## src/rtl/branch_resolve_buffer_if.sv

```systemverilog
// branch_resolve_buffer_if
//   Bundles the dispatch, execute and retire signals of the branch resolve
//   buffer so that they travel as one port.
//
//   Handshake rules:
//     alloc: a branch is accepted on a clock edge where alloc_valid and
//            alloc_ready are both high. alloc_tag is valid alongside
//            alloc_ready. The producer must hold alloc_PC and
//            alloc_pred_next_PC stable while alloc_valid is high.
//     ex:    ex_valid is fire-and-forget. There is no ready signal. Stale or
//            duplicate tags are dropped silently.
//     retire: result_enable and mispredict are one-cycle pulses. The data
//            outputs hold their last values between pulses.
//
//   Modports:
//     master - dispatch/execute side (drives alloc_* and ex_*)
//     slave  - the buffer itself
//
//   Data width comes from the global `XLEN macro (default 32).
`ifndef XLEN
`define XLEN 32
`endif

interface branch_resolve_buffer_if #(
    parameter int BRB_DEPTH = 8,
    parameter int TAG_W     = $clog2(BRB_DEPTH)
);
    logic              alloc_valid;
    logic [`XLEN-1:0]  alloc_PC;
    logic [`XLEN-1:0]  alloc_pred_next_PC;
    logic              alloc_ready;
    logic [TAG_W-1:0]  alloc_tag;
    logic              ex_valid;
    logic [TAG_W-1:0]  ex_tag;
    logic              ex_taken;
    logic [`XLEN-1:0]  ex_target;
    logic              result_enable;
    logic              result_direction;
    logic [`XLEN-1:0]  result_PC;
    logic [`XLEN-1:0]  prev_branch_PC;
    logic              mispredict;
    logic [`XLEN-1:0]  mispredict_PC;
    logic [TAG_W:0]    brb_count;

    modport master (
        output alloc_valid, alloc_PC, alloc_pred_next_PC,
        output ex_valid, ex_tag, ex_taken, ex_target,
        input  alloc_ready, alloc_tag,
        input  result_enable, result_direction, result_PC, prev_branch_PC,
        input  mispredict, mispredict_PC, brb_count
    );

    modport slave (
        input  alloc_valid, alloc_PC, alloc_pred_next_PC,
        input  ex_valid, ex_tag, ex_taken, ex_target,
        output alloc_ready, alloc_tag,
        output result_enable, result_direction, result_PC, prev_branch_PC,
        output mispredict, mispredict_PC, brb_count
    );
endinterface

```

## src/rtl/branch_resolve_buffer.sv

```systemverilog
// branch_resolve_buffer
//   In-order tracking buffer for in-flight predicted branches. Entries are
//   allocated at dispatch and resolved out of order by execute. They retire
//   in program order, at most one per cycle. Each retire produces a
//   registered predictor update. A retire whose actual next PC differs from
//   the predicted one also raises mispredict and flushes every younger entry.
//
//   Ports:
//     clock - system clock
//     reset - asynchronous, active-high reset
//     bus   - branch_resolve_buffer_if.slave, which carries:
//               alloc_*         dispatch handshake
//               ex_*            execute resolve
//               result_*        predictor update
//               prev_branch_PC  predictor update (retired branch's own PC)
//               mispredict*     frontend redirect
//               brb_count       number of occupied entries
//
//   Optional feature: define BRB_BYPASS_EN to let a resolve that hits the
//   unresolved head entry retire in the same cycle.
//
//   Data width comes from the global `XLEN macro (default 32).
`ifndef XLEN
`define XLEN 32
`endif

module branch_resolve_buffer #(
    parameter int BRB_DEPTH = 8,
    parameter int TAG_W     = $clog2(BRB_DEPTH)
) (
    input  logic                    clock,
    input  logic                    reset,
    branch_resolve_buffer_if.slave  bus
);
    localparam int CNT_W = TAG_W + 1;
    localparam logic [CNT_W-1:0] FULL_COUNT = CNT_W'(BRB_DEPTH);

    // Entry state. valid/resolved need a reset. The payload does not,
    // because it is only ever read behind a valid bit.
    logic [BRB_DEPTH-1:0] valid_q, valid_d;
    logic [BRB_DEPTH-1:0] resolved_q, resolved_d;
    logic [BRB_DEPTH-1:0] taken_q, taken_d;
    logic [`XLEN-1:0]     pc_q     [BRB_DEPTH];
    logic [`XLEN-1:0]     pc_d     [BRB_DEPTH];
    logic [`XLEN-1:0]     pred_q   [BRB_DEPTH];
    logic [`XLEN-1:0]     pred_d   [BRB_DEPTH];
    logic [`XLEN-1:0]     actual_q [BRB_DEPTH];
    logic [`XLEN-1:0]     actual_d [BRB_DEPTH];

    logic [TAG_W-1:0] head_q, head_d, tail_q, tail_d;
    logic [CNT_W-1:0] count_q, count_d;

    logic             result_enable_q, result_enable_d;
    logic             result_direction_q, result_direction_d;
    logic [`XLEN-1:0] result_pc_q, result_pc_d;
    logic [`XLEN-1:0] prev_branch_pc_q, prev_branch_pc_d;
    logic             mispredict_q, mispredict_d;
    logic [`XLEN-1:0] mispredict_pc_q, mispredict_pc_d;

    logic             alloc_ready;
    logic             alloc_fire;
    logic             resolve_hit;
    logic             head_hit;
    logic             drain;
    logic             drain_taken;
    logic [`XLEN-1:0] drain_actual;
    logic             misp_now;

    // While a mispredict pulse is out, the frontend is being redirected, so
    // anything presented that cycle is still wrong-path and is refused.
    assign alloc_ready = (count_q != FULL_COUNT) && !mispredict_q;
    assign alloc_fire  = bus.alloc_valid && alloc_ready;
    assign resolve_hit = bus.ex_valid && valid_q[bus.ex_tag] && !resolved_q[bus.ex_tag];

    // Retire selection. The head retires when it is already resolved or,
    // with bypass, when this cycle's resolve targets it.
    always_comb begin
`ifdef BRB_BYPASS_EN
        head_hit = resolve_hit && (bus.ex_tag == head_q);
`else
        head_hit = 1'b0;
`endif
        drain        = (valid_q[head_q] && resolved_q[head_q]) || head_hit;
        drain_taken  = head_hit ? bus.ex_taken  : taken_q[head_q];
        drain_actual = head_hit ? bus.ex_target : actual_q[head_q];
        misp_now     = drain && (drain_actual != pred_q[head_q]);
    end

    always_comb begin
        valid_d    = valid_q;
        resolved_d = resolved_q;
        taken_d    = taken_q;
        pc_d       = pc_q;
        pred_d     = pred_q;
        actual_d   = actual_q;
        head_d     = head_q;
        tail_d     = tail_q;
        count_d    = count_q + CNT_W'(alloc_fire) - CNT_W'(drain);

        if (resolve_hit) begin
            resolved_d[bus.ex_tag] = 1'b1;
            taken_d[bus.ex_tag]    = bus.ex_taken;
            actual_d[bus.ex_tag]   = bus.ex_target;
        end

        if (alloc_fire) begin
            valid_d[tail_q]    = 1'b1;
            resolved_d[tail_q] = 1'b0;
            pc_d[tail_q]       = bus.alloc_PC;
            pred_d[tail_q]     = bus.alloc_pred_next_PC;
            tail_d             = tail_q + TAG_W'(1);
        end

        if (drain) begin
            valid_d[head_q] = 1'b0;
            head_d          = head_q + TAG_W'(1);
        end

        // A mispredict wipes out everything younger, including this
        // cycle's allocation and any resolve that landed on a younger entry.
        if (misp_now) begin
            valid_d    = '0;
            resolved_d = '0;
            head_d     = '0;
            tail_d     = '0;
            count_d    = '0;
        end

        result_enable_d    = drain;
        result_direction_d = drain ? drain_taken    : result_direction_q;
        result_pc_d        = drain ? drain_actual   : result_pc_q;
        prev_branch_pc_d   = drain ? pc_q[head_q]   : prev_branch_pc_q;
        mispredict_d       = misp_now;
        mispredict_pc_d    = misp_now ? drain_actual : mispredict_pc_q;
    end

    always_ff @(posedge clock or posedge reset) begin
        if (reset) begin
            valid_q            <= '0;
            resolved_q         <= '0;
            head_q             <= '0;
            tail_q             <= '0;
            count_q            <= '0;
            result_enable_q    <= 1'b0;
            result_direction_q <= 1'b0;
            result_pc_q        <= '0;
            prev_branch_pc_q   <= '0;
            mispredict_q       <= 1'b0;
            mispredict_pc_q    <= '0;
        end else begin
            valid_q            <= valid_d;
            resolved_q         <= resolved_d;
            head_q             <= head_d;
            tail_q             <= tail_d;
            count_q            <= count_d;
            result_enable_q    <= result_enable_d;
            result_direction_q <= result_direction_d;
            result_pc_q        <= result_pc_d;
            prev_branch_pc_q   <= prev_branch_pc_d;
            mispredict_q       <= mispredict_d;
            mispredict_pc_q    <= mispredict_pc_d;
        end
    end

    always_ff @(posedge clock) begin
        taken_q  <= taken_d;
        pc_q     <= pc_d;
        pred_q   <= pred_d;
        actual_q <= actual_d;
    end

    assign bus.alloc_ready      = alloc_ready;
    assign bus.alloc_tag        = tail_q;
    assign bus.result_enable    = result_enable_q;
    assign bus.result_direction = result_direction_q;
    assign bus.result_PC        = result_pc_q;
    assign bus.prev_branch_PC   = prev_branch_pc_q;
    assign bus.mispredict       = mispredict_q;
    assign bus.mispredict_PC    = mispredict_pc_q;
    assign bus.brb_count        = count_q;
endmodule

```

## src/flat_wrapper.sv

```systemverilog
// flat-port wrapper written by rule: the top's interface ports become plain ports
module branch_resolve_buffer_flat 
#(
    parameter int BRB_DEPTH = 8,
    parameter int TAG_W     = $clog2(BRB_DEPTH)
)
  (clock, reset, bus_alloc_valid, bus_alloc_PC, bus_alloc_pred_next_PC, bus_ex_valid, bus_ex_tag, bus_ex_taken, bus_ex_target, bus_alloc_ready, bus_alloc_tag, bus_result_enable, bus_result_direction, bus_result_PC, bus_prev_branch_PC, bus_mispredict, bus_mispredict_PC, bus_brb_count);
  branch_resolve_buffer_if #(.BRB_DEPTH(BRB_DEPTH), .TAG_W(TAG_W)) bus_i ();
  input  logic clock;
  input  logic reset;
  input wire logic [$bits(bus_i.alloc_valid)-1:0] bus_alloc_valid;
  input wire logic [$bits(bus_i.alloc_PC)-1:0] bus_alloc_PC;
  input wire logic [$bits(bus_i.alloc_pred_next_PC)-1:0] bus_alloc_pred_next_PC;
  input wire logic [$bits(bus_i.ex_valid)-1:0] bus_ex_valid;
  input wire logic [$bits(bus_i.ex_tag)-1:0] bus_ex_tag;
  input wire logic [$bits(bus_i.ex_taken)-1:0] bus_ex_taken;
  input wire logic [$bits(bus_i.ex_target)-1:0] bus_ex_target;
  output wire logic [$bits(bus_i.alloc_ready)-1:0] bus_alloc_ready;
  output wire logic [$bits(bus_i.alloc_tag)-1:0] bus_alloc_tag;
  output wire logic [$bits(bus_i.result_enable)-1:0] bus_result_enable;
  output wire logic [$bits(bus_i.result_direction)-1:0] bus_result_direction;
  output wire logic [$bits(bus_i.result_PC)-1:0] bus_result_PC;
  output wire logic [$bits(bus_i.prev_branch_PC)-1:0] bus_prev_branch_PC;
  output wire logic [$bits(bus_i.mispredict)-1:0] bus_mispredict;
  output wire logic [$bits(bus_i.mispredict_PC)-1:0] bus_mispredict_PC;
  output wire logic [$bits(bus_i.brb_count)-1:0] bus_brb_count;
  assign bus_i.alloc_valid = bus_alloc_valid;
  assign bus_i.alloc_PC = bus_alloc_PC;
  assign bus_i.alloc_pred_next_PC = bus_alloc_pred_next_PC;
  assign bus_i.ex_valid = bus_ex_valid;
  assign bus_i.ex_tag = bus_ex_tag;
  assign bus_i.ex_taken = bus_ex_taken;
  assign bus_i.ex_target = bus_ex_target;
  assign bus_alloc_ready = bus_i.alloc_ready;
  assign bus_alloc_tag = bus_i.alloc_tag;
  assign bus_result_enable = bus_i.result_enable;
  assign bus_result_direction = bus_i.result_direction;
  assign bus_result_PC = bus_i.result_PC;
  assign bus_prev_branch_PC = bus_i.prev_branch_PC;
  assign bus_mispredict = bus_i.mispredict;
  assign bus_mispredict_PC = bus_i.mispredict_PC;
  assign bus_brb_count = bus_i.brb_count;
  branch_resolve_buffer #(.BRB_DEPTH(BRB_DEPTH), .TAG_W(TAG_W)) u_core (.clock(clock), .reset(reset), .bus(bus_i));
endmodule
```

## config.mk

```make
export PLATFORM = sky130hd
export DESIGN_NAME = branch_resolve_buffer_flat
export DESIGN_NICKNAME = d
export VERILOG_FILES = /design/src/rtl/branch_resolve_buffer_if.sv /design/src/rtl/branch_resolve_buffer.sv /design/src/flat_wrapper.sv
export SDC_FILE = /design/constraint.sdc
export NUM_CORES = 1
export LEC_CHECK = 0
export ABC_AREA = 1
export ABC_CLOCK_PERIOD_IN_PS = 5800
export CAP_MARGIN = 15
export CELL_PAD_IN_SITES_DETAIL_PLACEMENT = 1
export CELL_PAD_IN_SITES_GLOBAL_PLACEMENT = 2
export CORE_MARGIN = 2
export CORE_UTILIZATION = 40
export DETAILED_ROUTE_END_ITERATION = 7
export PLACE_DENSITY = 0.9
export SETUP_SLACK_MARGIN = 0.05
export SKIP_CTS_REPAIR_TIMING = 1
export SYNTH_ARGS = -nofsm -noshare
export SYNTH_HDL_FRONTEND = slang
export SYNTH_SLANG_ARGS = --single-unit
```

## constraint.sdc

```tcl
create_clock -name clock -period 5.8 [get_ports clock]
set_input_delay 1.16 -clock clock [delete_from_list [all_inputs] [get_ports clock]]
set_output_delay 1.16 -clock clock [all_outputs]
set_load 0.01 [all_outputs]
```

# == Yosys cells after proc, flatten, opt, wreduce, memory -nomap -nowiden ==
# Cells that the tools add are included.
# word_totals
elab_cells,121
ff_bits,901
input_bits,104
out_inout_bits,107
# classes
bitwise_logic,9
muxes,44
reduce_logical,15
add_sub_neg,4
magnitude_cmp,11
n_eq_ne,2
# ops
operator,n
$bwmux W256,3
$bmux W32 S3,3
$mux W32,8
$demux W32 S3,2
$mux W8,6
$ne A32 B32 Y1,1
$and A8 B8 Y8,2
$not A8 Y8,2
$or A8 B8 Y8,2
$bmux W1 S3,5
$ge A4 B4 Y1 const B,3
$lt A3 B4 Y1 const B,3
$mux W3,4
$not A3 Y4,3
$logic_and A1 B1 Y1,11
$demux W1 S3,3
$ge A3 B1 Y1 const B,3
$bwmux W8,1
$lt A4 B1 Y1 const B,2
$mux W1,8
$add A3 B1 Y3 const B,2
$add A4 B1 Y4,1
$mux W4,1
$ne A4 B4 Y1 const B,1
other kinds (3),5

# == Depth between registers and ports, before layout ==
# logic_depth
word_depth,9
ltp_mapped,21

# == Worst setup path before layout ==
# OpenSTA, ideal clock, no wires.
# synth_timing
kind,input to register
start,input port bus_alloc_valid
end,register u_core.valid_q[1]
cell_stages,6
setup_slack_ns,1.032
arrival_ns,4.691
required_time_ns,5.723
cell_sequence,nand2_1 -> nor2_1 -> clkinv_1 -> nor2_1 -> o22ai_1 -> nor2_2
# synth_via
elab_chain_cells,5
# synth_lines
item,line,rtl
from (decl),flat_wrapper.sv:11,input wire logic [$bits(bus_i.alloc_valid)-1:0] bus_alloc_valid;
$logic_and A1 B1 Y1 (*),branch_resolve_buffer.sv:72,assign alloc_fire = bus.alloc_valid && alloc_ready;
$mux W8 (*),branch_resolve_buffer.sv:106,if (alloc_fire) begin
$and A8 B8 Y8 (no line),--,
$mux W8 (*),branch_resolve_buffer.sv:114,if (drain) begin
$mux W8 (*),branch_resolve_buffer.sv:121,if (misp_now) begin
net u_core.valid_d[1],branch_resolve_buffer.sv:40,"logic [BRB_DEPTH-1:0] valid_q, valid_d;"
to (signal assigned),branch_resolve_buffer.sv:151,valid_q <= valid_d;
to (decl),branch_resolve_buffer.sv:40,
# The timed path passes the listed nets; every way through them passes the cells marked *.
# A chain may end at the register's enable or synchronous reset.

# == Final worst setup path ==
# layout_timing
start,register u_core.head_q[0]
end,register u_core.valid_q[7]
# layout_via
elab_chain_cells,8
word_cells_on_any_way,23
# layout_lines
item,line,rtl
from (decl),branch_resolve_buffer.sv:50,"logic [TAG_W-1:0] head_q, head_d, tail_q, tail_d;"
from (signal assigned),branch_resolve_buffer.sv:141,head_q <= '0;
from (signal assigned),branch_resolve_buffer.sv:153,head_q <= head_d;
$lt A3 B4 Y1 (implied by the code) or $ge A3 B1 Y1 (tied branches),branch_resolve_buffer.sv:115,valid_d[head_q] = 1'b0;
$logic_and A1 B1 Y1 (implied by the code),branch_resolve_buffer.sv:115,
$mux W1 (implied by the code),branch_resolve_buffer.sv:115,
$demux W1 S3,--,
$not A8 Y8 (no line),--,
$and A8 B8 Y8 (no line),--,
$mux W8,branch_resolve_buffer.sv:114,
$mux W8 (*),branch_resolve_buffer.sv:121,
net u_core.valid_d[7],branch_resolve_buffer.sv:40,
# The timed path passes the listed nets; every way through them passes the cells marked *. The select of a mux whose other input is x is not followed.

==> results by group <==
Finish
  • Most common cell after layout, fill and taps aside: nand2_1
  • Area growth syn-to-layout: 18.07%
  • Final #Nets: 3549
  • Layout cells sized above 1: 9.329%
  • Fill cells: slightly below 10000
  • Commonest cells after routing, fill and taps aside: nand2_1 (865), edfxtp_1 (776), inv_1 (452)
  • Non-Filler Instances: roughly 4700

Logic synthesis
  • FF+latch count, synth: 901
  • Fraction of the mapped netlist area in adder cells: 0.2927%
  • Synth area leaders: edfxtp_1 (63%), nand2_1 (8.8%), dfrtp_1 (8.5%)
  • Synth Area in Simple Gates: 15.80%
  • Sequential fraction of the synthesis area: between 70% and 80%
  • FFs w/ async S/R, synth: between 10% and 20%
  • Multiplexer share of the synthesized area: 0%
  • Largest area contributor in the netlist: edfxtp_1
  • Compound-Gate Fraction of Synth Area: 5.289%
  • Synthesized area per cell: about 11 um^2
  • Largest family of logic cells by synthesized area: simple AND/OR/NAND/NOR gates
  • Mapped Nets: between 3000 and 4000
  • Ys flop type: edfxtp_1
  • Mapped Cells: 3211
  • Distinct cells, synth: 41
  • Ys Warns: 0
  • Synthesized area: 36760 um^2
  • XOR/XNOR share of the synthesized area: 0.07148%
  • Top cell type's share of synthesized area: 63.39%
  • Post-synth EDFFs: 776

Min path
  • Hold Crit Class: flip-flop to flip-flop

STA
  • Fin Clk Skew: 0.02932 ns
  • Slew HR: 27.63%
  • Worst-Margin Slew: about 1.1 ns
  • Slew Limit Fails: 0
  • Final TNS setup: 0 ns
  • RSZ-0062 raised after global routing: no
  • Finish-stage setup viols: 0
  • Min Tclk post-route: approximately 4.5 ns
  • Fmax achieved: 222.6 MHz
  • Period utilization: a little under 80%
  • Hold Fails Final Rpt: 0

Routing
  • Via count: 24620
  • Post-route ant nets: 0
  • Detailed Route Iter0 Violations: 1967
  • Pre-antenna DRT Iters: 5
  • WL per Instance: 23.53 um
  • Wirelength, routed: 110700 um
  • Via/cell ratio: 5.233
  • DRC violations left: 0

Critical path
  • Worst-path cell chain: inv_4 > nand2_1 > nand3_1 > nand2_1 > nor2_1 > nand2_1 > nand2_1 > nand2_1 > nor2_1 > nand2_1 > nor2_4 > nand2_2 > buf_4 > nand2_4 > inv_4 > nor2_1
  • CP max stage cell: inv_4
  • Worst Setup End Kind: flip-flop
  • Peak fanout along the critical path: 80
  • Cell mode on critical path: nand2_1
  • Critical Path Max Stage Delay: 0.73 ns
  • Worst EP required: roughly 6.4 ns
  • WS Path Type: flip-flop to flip-flop
  • CP arrival: 5.09 ns
  • Critical path startpoint category: flip-flop

CTS
  • Clock sink count: 901
  • CTS tree: built
  • Max H-tree Level: 3
  • Root Driver: clkbuf_16
  • Worst-Skew Late Latency: 0.67 ns
  • CTS max path bufs: 3
  • Num CTS Buffers: 95
  • Clock-pin slew on the worst setup and hold paths: about 0.060 ns

Floorplan
  • Starting Density: just over 40%
  • Row Count: 111
  • I/O Pins: between 200 and 250
  • Die area: 94340 um^2
  • Die X: ~310 um
  • CORE AREA: 91390 um^2
  • Die height: 307.2 um

Run status
  • Status: complete, no violations

Global route
  • First-pass GRT wire length: approximately 160000 um
  • Largest net degree at the start of global routing: roughly 160
  • Vias in the first global route: around 26000
  • Total grt overflow: 0
  • Initial antenna violation count: 17
  • GRT Total Usage: 23.37%

Power
  • Max IR drop VDD: 0.0002935 V
  • PD cells: 304.4 nW/um^2
  • Pleak: about 17 nW

Placed design
  • Detailed Place HPWL: 68680 um
  • Placer Congestion: 0.8184
  • Port buffer count: 210
  • Cell count after placement: 4526

Run
  • Max Cap Viol: 0
## routing by layer
metal  part of all wire, %  track usage [%]
met1                    41            29.94
met2                    50            40.40
met3                   6.1            4.294
met4                   2.6            6.920
met5                  0.15                0
## path summary, 6_finish.rpt
path,slack [ns],from,to,cells past startpoint
max,1.31,u_core.head_q[0],u_core.valid_q[7],16
min,0.47,u_core.bus.mispredict_PC[16],u_core.bus.mispredict_PC[16],2
max reg2reg,1.31,u_core.head_q[0],u_core.valid_q[7],16
min reg2reg,0.47,u_core.bus.mispredict_PC[16],u_core.bus.mispredict_PC[16],2
max in group asynchronous,3.79,reset,u_core.bus.brb_count[1],3
min in group asynchronous,0.91,reset,u_core.bus.result_enable,2
## cell type report
type / count / area [um^2] / share of cell area, %
Multi-Input combinational cell: 1697 / 8015 / 18.47
Tap cell: 1186 / 1484 / 3.419
Clock buffer: 131 / 2587 / 5.962
Clock inverter: 45 / 466.7 / 1.075
Timing Repair Buffer: 264 / 2595 / 5.979
Antenna cell: 3 / 7.507 / 0.01730
Sequential cell: 901 / 26430 / 60.91
Inverter: 478 / 1812 / 4.174
## power breakdown
part	internal [W]	switching (W)	total (W)	leakage, nW
combinational	0.0000648	0.000117	0.000182	6.94
sequential	0.00704	0.000000841	0.00704	8.70
clock	0.00341	0.00257	0.00599	1.49
## sequential cells by signal, summed over array words and instances (netlist names)
signal / count
u_core.bus.result_PC: 32
u_core.pred_q: 256
u_core.head_q: 3
u_core.bus.brb_count: 4
u_core.pc_q: 256
u_core.bus.mispredict_PC: 32
u_core.bus.result_enable: 1
u_core.valid_q: 8
u_core.taken_q: 8
u_core.bus.alloc_tag: 3
u_core.resolved_q: 8
u_core.bus.result_direction: 1
u_core.actual_q: 256
u_core.bus.mispredict: 1
u_core.bus.prev_branch_PC: 32
## stage by stage
step	power, W	area, um^2	worst slack, ns	hold WS [ns]	utilization, %
final	0.01321	43400	1.308	0.4724	47.49
after global routing	0.01356	43400	1.006	0.5053	47.49
after CTS	0.01330	43390	1.327	0.4749	47.48
after detailed placement	0.007356	40340	1.336	0.4598	44.14
after global placement	0.007347	40340	1.415	0.4569	44.14
after floorplan	0.007197	36760	1.032	0.4961	-
## critical path: cells and delay by family, from the launching register on
| kind | cells | cell delay [ns] |
|---|---|---|
| AND/OR/NAND/NOR | 13 | 2.38 |
| flip-flops | 1 | 0.67 |
| buffers and inverters | 3 | 1.28 |
## cell usage after synthesis (all sizes together), types with 2 or more instances
| master | number |
|---|---|
| a21o | 2 |
| a21oi | 5 |
| a221oi | 50 |
| a22o | 13 |
| a22oi | 16 |
| a31oi | 22 |
| buf | 88 |
| clkbuf | 47 |
| clkinv | 4 |
| dfrtp | 125 |
| edfxtp | 776 |
| ha | 7 |
| inv | 474 |
| nand2 | 869 |
| nand3 | 192 |
| nand4 | 21 |
| nor2 | 239 |
| o211ai | 63 |
| o21ai | 92 |
| o22ai | 19 |
| or2 | 77 |
| xnor2 | 2 |
## logic make-up (layout without fill, tap and decap cells)
logic type,after synthesis,in the layout
flip-flops,901,901
XOR/XNOR,3,3
buffers and inverters,613,918
adder cells (fa/ha/maj),8,8
AO/OA/AOI/OAI,287,287
AND/OR/NAND/NOR,1399,1399
other,0,3
Note: power is estimated with default switching activity, not from simulation.
